$ cat src/rtl/trng_word_collector.sv
// Purpose: drives the ring-oscillator run control, samples random_in every SAMPLE_DIV clocks, optionally von Neumann debiases (TRNG_VN_DEBIAS_EN) and packs WIDTH-bit words; a repetition-count test latches health_fail.
// Latency: WARMUP_CYCLES after enable, then one raw sample per SAMPLE_DIV cycles; word_valid rises the cycle after the last accepted bit.
// Backpressure: a full word is held in FULL with sampling paused until word_valid & word_ready; enable falling never drops word_valid.
module trng_word_collector #(
    parameter int WIDTH         = 8,
    parameter int SAMPLE_DIV    = 4,
    parameter int WARMUP_CYCLES = 16,
    parameter int RCT_LIMIT     = 32
) (
    input  logic             clk,
    input  logic             rst_n,
    input  logic             enable,
    input  logic             random_in,
    output logic             osc_en,
    output logic [WIDTH-1:0] word_data,
    output logic             word_valid,
    input  logic             word_ready,
    output logic             health_fail,
    input  logic             health_clr
);
    localparam int WW = $clog2(WARMUP_CYCLES + 1);
    localparam int DW = $clog2(SAMPLE_DIV + 1);
    localparam int BW = $clog2(WIDTH + 1);
    localparam int RW = $clog2(RCT_LIMIT + 1);

    localparam logic [WW-1:0] WARM_LAST = WW'(WARMUP_CYCLES - 1);
    localparam logic [DW-1:0] DIV_LAST  = DW'(SAMPLE_DIV - 1);
    localparam logic [BW-1:0] BIT_LAST  = BW'(WIDTH - 1);
    localparam logic [RW-1:0] RCT_MAX   = RW'(RCT_LIMIT);

    typedef enum logic [2:0] {IDLE, WARMUP, COLLECT, FULL, FAULT} state_t;

    state_t           state, state_d;
    logic [WW-1:0]    warm_cnt, warm_cnt_d;
    logic [DW-1:0]    div_cnt, div_cnt_d;
    logic [BW-1:0]    bit_cnt, bit_cnt_d;
    logic [RW-1:0]    run_cnt, run_cnt_d;
    logic [WIDTH-1:0] shreg, shreg_d;
    logic             prev_vld, prev_vld_d;
    logic             prev_bit, prev_bit_d;
    logic             fail, fail_d;
`ifdef TRNG_VN_DEBIAS_EN
    logic             pair_vld, pair_vld_d;
    logic             pair_bit, pair_bit_d;
`endif

    logic [RW-1:0]    run_next;
    logic             trip;
    logic             emit;
    logic             emit_bit;

    // Repetition count on the raw bit; the first sample after warmup has no predecessor.
    always_comb begin
        run_next = RW'(1);
        if (prev_vld && (random_in == prev_bit)) begin
            run_next = (run_cnt == RCT_MAX) ? run_cnt : run_cnt + 1'b1;
        end
        trip = (run_next == RCT_MAX);
    end

`ifdef TRNG_VN_DEBIAS_EN
    // Second sample of a pair: 01 emits 0, 10 emits 1, i.e. the first bit when they differ.
    always_comb begin
        emit     = pair_vld && (pair_bit != random_in);
        emit_bit = pair_bit;
    end
`else
    always_comb begin
        emit     = 1'b1;
        emit_bit = random_in;
    end
`endif

    always_comb begin
        state_d    = state;
        warm_cnt_d = warm_cnt;
        div_cnt_d  = div_cnt;
        bit_cnt_d  = bit_cnt;
        run_cnt_d  = run_cnt;
        shreg_d    = shreg;
        prev_vld_d = prev_vld;
        prev_bit_d = prev_bit;
        fail_d     = fail;
`ifdef TRNG_VN_DEBIAS_EN
        pair_vld_d = pair_vld;
        pair_bit_d = pair_bit;
`endif
        case (state)
            IDLE: begin
                warm_cnt_d = '0;
                div_cnt_d  = '0;
                bit_cnt_d  = '0;
                run_cnt_d  = '0;
                shreg_d    = '0;
                prev_vld_d = 1'b0;
`ifdef TRNG_VN_DEBIAS_EN
                pair_vld_d = 1'b0;
`endif
                if (enable) state_d = WARMUP;
            end
            WARMUP: begin
                if (!enable) begin
                    state_d = IDLE;
                end else if (warm_cnt == WARM_LAST) begin
                    state_d    = COLLECT;
                    warm_cnt_d = '0;
                    div_cnt_d  = '0;
                end else begin
                    warm_cnt_d = warm_cnt + 1'b1;
                end
            end
            COLLECT: begin
                if (!enable) begin
                    state_d   = IDLE;
                    shreg_d   = '0;
                    bit_cnt_d = '0;
`ifdef TRNG_VN_DEBIAS_EN
                    pair_vld_d = 1'b0;
`endif
                end else if (div_cnt == DIV_LAST) begin
                    div_cnt_d  = '0;
                    prev_vld_d = 1'b1;
                    prev_bit_d = random_in;
                    run_cnt_d  = run_next;
`ifdef TRNG_VN_DEBIAS_EN
                    pair_vld_d = !pair_vld;
                    pair_bit_d = random_in;
`endif
                    // A trip wins over a word completing on the same sample.
                    if (trip) begin
                        state_d   = FAULT;
                        fail_d    = 1'b1;
                        shreg_d   = '0;
                        bit_cnt_d = '0;
`ifdef TRNG_VN_DEBIAS_EN
                        pair_vld_d = 1'b0;
`endif
                    end else if (emit) begin
                        shreg_d = {shreg[WIDTH-2:0], emit_bit};
                        if (bit_cnt == BIT_LAST) begin
                            state_d   = FULL;
                            bit_cnt_d = '0;
                        end else begin
                            bit_cnt_d = bit_cnt + 1'b1;
                        end
                    end
                end else begin
                    div_cnt_d = div_cnt + 1'b1;
                end
            end
            FULL: begin
                if (word_ready) begin
                    state_d   = enable ? COLLECT : IDLE;
                    shreg_d   = '0;
                    bit_cnt_d = '0;
                    div_cnt_d = '0;
                end
            end
            FAULT: begin
                if (health_clr) begin
                    state_d    = IDLE;
                    fail_d     = 1'b0;
                    run_cnt_d  = '0;
                    prev_vld_d = 1'b0;
                end
            end
            default: state_d = IDLE;
        endcase
    end

    always_ff @(posedge clk) begin
        if (!rst_n) begin
            state    <= IDLE;
            warm_cnt <= '0;
            div_cnt  <= '0;
            bit_cnt  <= '0;
            run_cnt  <= '0;
            shreg    <= '0;
            prev_vld <= 1'b0;
            prev_bit <= 1'b0;
            fail     <= 1'b0;
`ifdef TRNG_VN_DEBIAS_EN
            pair_vld <= 1'b0;
            pair_bit <= 1'b0;
`endif
        end else begin
            state    <= state_d;
            warm_cnt <= warm_cnt_d;
            div_cnt  <= div_cnt_d;
            bit_cnt  <= bit_cnt_d;
            run_cnt  <= run_cnt_d;
            shreg    <= shreg_d;
            prev_vld <= prev_vld_d;
            prev_bit <= prev_bit_d;
            fail     <= fail_d;
`ifdef TRNG_VN_DEBIAS_EN
            pair_vld <= pair_vld_d;
            pair_bit <= pair_bit_d;
`endif
        end
    end

    assign osc_en      = (state == WARMUP) || (state == COLLECT) || (state == FULL);
    assign word_valid  = (state == FULL);
    assign word_data   = shreg;
    assign health_fail = fail;

endmodule

$ cat config.mk
export PLATFORM = sky130hd
export DESIGN_NAME = trng_word_collector
export DESIGN_NICKNAME = d
export VERILOG_FILES = /design/src/rtl/trng_word_collector.sv
export SDC_FILE = /design/constraint.sdc
export NUM_CORES = 1
export LEC_CHECK = 0
export ABC_AREA = 1
export ABC_CLOCK_PERIOD_IN_PS = 3600
export CAP_MARGIN = 20
export CORE_UTILIZATION = 28
export CTS_BUF_LIST = sky130_fd_sc_hd__clkbuf_4 sky130_fd_sc_hd__clkbuf_8
export CTS_CLUSTER_SIZE = 10
export DETAILED_ROUTE_END_ITERATION = 8
export DONT_BUFFER_PORTS = 1
export GPL_ROUTABILITY_DRIVEN = 0
export SYNTH_ARGS = -nofsm -noshare
export SYNTH_HDL_FRONTEND = slang
export SYNTH_SLANG_ARGS = --single-unit
$ cat constraint.sdc
create_clock -name clk -period 3.6 [get_ports clk]
set_clock_uncertainty 0.2 [all_clocks]
set_input_delay 0.72 -clock clk [delete_from_list [all_inputs] [get_ports clk]]
set_output_delay 0.72 -clock clk [all_outputs]
set_load 0.1 [all_outputs]
==> results of run 1 <==
==> layer usage <==
| metal | vias to the layer above | GRT usage [%] | routed length (µm) | part of all wire, % |
|---|---|---|---|---|
| met5 | - | 0 | 0 | 0 |
| met4 | 0 | 6.61 | 79 | 2.1 |
| met3 | 8 | 3.37 | 163 | 4.3 |
| met2 | 32 | 19.8 | 1630 | 43 |
| met1 | 698 | 16.4 | 1890 | 50 |
| li1 | 815 | - | - | - |
==> synth_stat cells (3+ instances only) <==
| library cell | instances |
|---|---|
| a21oi_1 | 31 |
| buf_2 | 3 |
| dfxtp_1 | 32 |
| ha_1 | 5 |
| inv_1 | 26 |
| nand2_1 | 45 |
| nand2_2 | 3 |
| nand3_1 | 28 |
| nand4_1 | 5 |
| nor2_1 | 23 |
| nor2_2 | 3 |
| nor2_4 | 4 |
| nor3_1 | 3 |
| o21ai_0 | 14 |
==> final cells by class <==
cell class	instances	area [µm²]
repair buffers	1	7.51
flip-flops and latches	32	641
multi-input cells	178	933
inverters	30	114
clock buffers	6	82.6
fillers	659	4070
clock inverters	2	10.0
well taps	75	93.8
==> flip-flops by register name, indices dropped and copies added (netlist names) <==
register     cells
prev_bit         1
bit_cnt          4
prev_vld         1
run_cnt          6
div_cnt          3
health_fail      1
warm_cnt         5
word_data        8
state            3
==> worst max-delay path by stage <==
| stage | start | to | slack [ns] | cells past startpoint |
|---|---|---|---|---|
| after floorplan | state[2] | word_valid | 0.85 | 4 |
| after global placement | enable | run_cnt[5] | 1.24 | 6 |
| after detailed placement | enable | run_cnt[5] | 1.21 | 6 |
| after CTS | state[0] | word_valid | 0.94 | 2 |
| after global routing | state[2] | word_valid | 0.88 | 3 |
| final | state[0] | word_valid | 0.93 | 2 |
==> power groups by stage <==
stage | logic, mW | clock network [mW] | registers [mW]
after floorplan | 0.425 | 0 | 0.717
after global placement | 0.496 | 0 | 0.734
after detailed placement | 0.501 | 0 | 0.735
after CTS | 0.502 | 0.295 | 0.729
after global routing | 0.565 | 0.312 | 0.738
final | 0.504 | 0.290 | 0.729
==> stage by stage <==
step	power, mW	hold slack [ns]	area (µm²)	setup WS, ns	utilization (%)
global placement	1.23	0.225	1790	1.24	30.0
floorplan	1.14	0.212	1740	0.845	-
CTS	1.53	0.237	1880	0.942	31.6
detailed placement	1.24	0.227	1790	1.21	30.0
finish	1.52	0.233	1880	0.929	31.6
global route	1.61	0.248	1880	0.875	31.6
==> worst register-to-register path, cell delays in order, from the launching register on <==
cell,delay [ns]
dfxtp_1,0.46
inv_1,0.14
nor2_2,0.86
nand2_1,0.19
nand3_1,0.15
nor2_1,0.08
a21oi_1,0.17
nor2_1,0.05
==> cells by family after synthesis <==
kind of cell	share of synthesized area, %
and+or+nand+nor	31.4
xor gates and xnor gates	2.01
DFF	36.8
adders and majority gates	3.59
AOI/OAI and AO/OA	16.3
buffers and inverters	9.91
==> results.txt, run 1 <==
outcome = complete, no violations
Worst Setup End Kind = primary output
CP max-delay cell = nor2_2
Post-synth EDFFs = 0
Yosys reg bits = 32
leakage = 0.734 nW
RSZ-0062 raised after global routing = no
Root Driver = clkbuf_8
hold path endpoint = div_cnt[2]
Syn Nets = 260
Tcrit/Tclk final = 74.2%
Power Density = 809 mW/mm²
Reg2Reg Setup Slack = 1.20 ns
Hold Path Stages = 2
final setup vio count = 0
num rows = 28
clock tree buffer depth = 2
Die Wd = 80.9 µm
DRT antenna net count = 0
total grt overflow = 0
highest achievable clock rate = 374 MHz
CP Data Required Time = 2.68 ns
R2R Path Start = state[0]
Core ar. = 0.00596 mm²
# DRC = 0
FFs w/ async S/R, synth = 0%
CP Max Fanout = 5
Bufs and invs on worst path = 1
post-CTS setup buffer count = 0
Setup crit start kind = register
Yosys warning total = 0
Comb pwr share = 33.1%
Post-Syn Area = 0.00174 mm²
crit-path max cell delay = 0.86 ns
maximum vdd drop = 0.444 mV
antenna violations before repair = 0
Antenna Cells = 0
Vert. Die Dim = 80.9 µm
commonest non-fill, non-tap cell in the layout = nand2_1
largest net degree at the start of global routing = 24
non-filler cells, final = 324
vias = 1553
leading area contributor after synthesis = dfxtp_1
clock power share = 19.0%
drt pass-1 iters = 4
final setup TNS = 0 ns
fin. max-slew vios = 0
Synth top area share = 36.8%
Reg power frac = 47.9%
worst hold path class = reg -> reg
cts repair resizes = 0
overall routed net length = 3770 µm
Placed Cells = 316
MaxCap Viol Count = 0
sequential area share after synthesis = 36.8%
Tightest Pin Transition = 1.09 ns
Yosys cell types = 31
H-Tree Level Count = 2
Pint = 0.715 mW
ys flop type = dfxtp_1
Ports = 17
share of cells above drive strength 1 = 12.0%
clk sinks = 32
r2r endpoint = state[1]
vias per cell = 4.79
Reg2Reg Depth = 7
commonest cells after routing, fill and taps aside = nand2_1 (45), dfxtp_1 (32), a21oi_1 (31)
CTS tree = done
clock latency on the worst-skew pair = 0.29 ns
critical path class = reg -> out
input/output buffers = 0
Initial Util = 29.2%
total CTS buffers = 5
post-route minimum period = 2.67 ns
Reg clk slew, reported paths = 0.07 ns
Final HPWL DP = 2660 µm
first-pass GRT wire length = 6530 µm
First DRT Iteration DRCs = 103
vias in the first global route = 1407
CP delay by family, top = simple AND/OR/NAND/NOR gates
switching part of the total = 53.0%
Final Hold Vio Count = 0
hold buffer count at CTS = 0
hold_sp = div_cnt[2]
Post-Syn Instances = 249
full die area = 0.00654 mm²
gr usage total = 12.8%
P_sw = 0.807 mW
Final #Nets = 259
headroom to the max-slew limit = 26.9%
WP data arrival = 1.75 ns
Avg Cell Area, Syn = 6.99 µm²
DR WL/cell = 11.6 µm
synth top area cells = dfxtp_1 (37%), nand2_1 (9.7%), a21oi_1 (8.9%)
Cell Chain, Critical Path = inv_1 -> nor2_2
Area Overhead vs Synth = 8.05%
Note: power is estimated with default switching activity, not from simulation.
==> run 2: changes to the inputs <==
--- a/config.mk
+++ b/config.mk
@@ -5,8 +5,8 @@
 export SDC_FILE = /design/constraint.sdc
 export NUM_CORES = 1
 export LEC_CHECK = 0
-export ABC_AREA = 1
-export ABC_CLOCK_PERIOD_IN_PS = 3600
+export ABC_AREA = 0
+export ABC_CLOCK_PERIOD_IN_PS = 2800
 export CAP_MARGIN = 20
 export CORE_UTILIZATION = 28
 export CTS_BUF_LIST = sky130_fd_sc_hd__clkbuf_4 sky130_fd_sc_hd__clkbuf_8
==> constraint.sdc (replaced) <==
create_clock -name clk -period 2.8 [get_ports clk]
set_clock_uncertainty 0.2 [all_clocks]
set_input_delay 0.56 -clock clk [delete_from_list [all_inputs] [get_ports clk]]
set_output_delay 0.56 -clock clk [all_outputs]
set_load 0.1 [all_outputs]
==> run 2 against run 1 <==
Final cell count down 11%. Clock-buffer cell count grew 1. Sequential power is 30% lower. Die area down 1.6%. Global-route usage fell by 0.46 points. Register-to-register slack lost 0.82 ns. First-iteration DRC count fell by 6.8%. Synthesized cell count fell by 20%.
==> results.txt, run 2 <==
worst hold path class = in -> reg
Final Hold Vio Count = 0
DRT antenna net count = 0
Final Total Pwr = 1.31 mW
CTS tree = done
leakage = 0.682 nW
Worst Setup End Kind = register
full die area = 0.00644 mm²
commonest cells after routing, fill and taps aside = dfxtp_1 (32), nand2_1 (19), nor2b_1 (14), buf_4 (14), o21ai_0 (12)
critical path class = reg -> reg
Setup crit start kind = register
# DRC = 0
WP data arrival = 2.42 ns
RSZ-0062 raised after global routing = no
commonest non-fill, non-tap cell in the layout = dfxtp_1
final setup vio count = 0
Vert. Die Dim = 80.2 µm
Reg2Reg Depth = 6
Cell Area, Placed = 0.00188 mm²
Reg clk slew, reported paths = 0.07 ns
vias in the first global route = 1381
gr usage total = 12.4%
Area Overhead vs Synth = 15.4%
Syn Nets = 211
Core ar. = 0.00592 mm²
leading area contributor after synthesis = dfxtp_1
Root Driver = clkbuf_8
largest net degree at the start of global routing = 34
antenna violations before repair = 0
vias = 1482
total CTS buffers = 5
Synth top area share = 37.4%
DR WL/cell = 12.5 µm
hold buffer count at CTS = 0
MaxCap Viol Count = 0
Reg2Reg Setup Slack = 0.38 ns
final setup TNS = 0 ns
first-pass GRT wire length = 6350 µm
outcome = complete, no violations
maximum vdd drop = 0.402 mV
Post-Syn Instances = 200
First DRT Iteration DRCs = 96
Largest register FFs = 8
clk sinks = 32
Final #Nets = 225
drt pass-1 iters = 4
fin. max-slew vios = 0
post-CTS setup buffer count = 0
Post-Syn Area = 0.00171 mm²
Yosys reg bits = 32
Final HPWL DP = 2570 µm
share of cells above drive strength 1 = 14.0%
synth cell count leaders = dfxtp_1 (32), nand2_1 (19), nor2b_1 (14)
Yosys cell types = 43
Power Density = 662 mW/mm²
Tightest Pin Transition = 0.981 ns
Die Wd = 80.2 µm
Avg Cell Area, Syn = 8.57 µm²
input/output buffers = 0
highest achievable clock rate = 413 MHz
design area = 0.00198 mm²
Tcrit/Tclk final = 86.5%
Initial Util = 29.0%
FFs w/ async S/R, synth = 0%
overall routed net length = 3610 µm
total grt overflow = 0
synth top area cells = dfxtp_1 (37%), nor2b_1 (5.1%), a22oi_1 (4.4%)
H-Tree Level Count = 2
cts repair resizes = 0
CP Max Fanout = 12
ys flop type = dfxtp_1
post-route minimum period = 2.42 ns
Yosys warning total = 0
headroom to the max-slew limit = 34.3%
Hold Path Stages = 2
clock latency on the worst-skew pair = 0.27 ns
final hold slack = 0.208 ns
most frequent cell after synthesis = dfxtp_1
CP Data Required Time = 2.80 ns
sequential area share after synthesis = 37.4%
Post-synth EDFFs = 0
vias per cell = 5.13
num rows = 28
clock tree buffer depth = 2
Antenna Cells = 0
Ports = 17
[run 2: cell count changes in the layout (fill, tap and decap cells not counted), moves of 8 or more]
cell / change
a21oi_1: -26
inv_1: -19
nand2_1: -26
nand3_1: -18
a21boi_0: +8
nor2b_1: +14
nor2_1: -14
a22oi_1: +10
buf_4: +13
[run 2: logic make-up after synthesis]
family	share of synthesized area, %
AOI/OAI and AO/OA	23.4
xor gates and xnor gates	1.02
DFF	37.4
muxes	0.584
adders and majority gates	3.65
and+or+nand+nor	30.5
buffers and inverters	3.50
[run 2: report_power, final]
part           switching [mW]  internal (mW)
registers              0.0376          0.475
clock network           0.158          0.219
logic                   0.277          0.143
[run 2: path summary, 6_finish.rpt]
path / startpoint / end
max: state[2] / bit_cnt[2]
min reg2reg: warm_cnt[4] / warm_cnt[4]
min: rst_n / warm_cnt[4]
max reg2reg: state[2] / bit_cnt[2]
[run 2: area by class of cell]
class	instances	area [µm²]
clock buffer	7	96.3
fill	630	3940
inverter	7	26.3
multi-input combinational	154	1020
sequential	32	641
tap	75	93.8
timing repair buffer	14	105
[run 2: metrics by stage]
stage               util (%)  setup slack, ns  instances
finish                  33.4            0.378        289
floorplan                  -           0.0170        200
global placement        31.8            0.389        282
detailed placement      31.8            0.308        282
CTS                     33.4            0.333        289
global route            33.4            0.107        289
[run 2: routing by layer]
layer | up-vias | track usage [%] | wire length (µm)
li1 | 754 | - | -
met1 | 688 | 16.6 | 1740
met2 | 38 | 19.9 | 1600
met3 | 2 | 3.75 | 255
met4 | 0 | 1.61 | 12
met5 | - | 0 | 0
[run 2: worst max-delay path, cell delays in order, from the launching register on]
cell      delay [ns]
dfxtp_1         0.40
nand2b_4        0.20
nor3b_4         0.26
nand2_1         0.20
a31oi_1         0.77
nand3b_1        0.14
a21boi_1        0.19
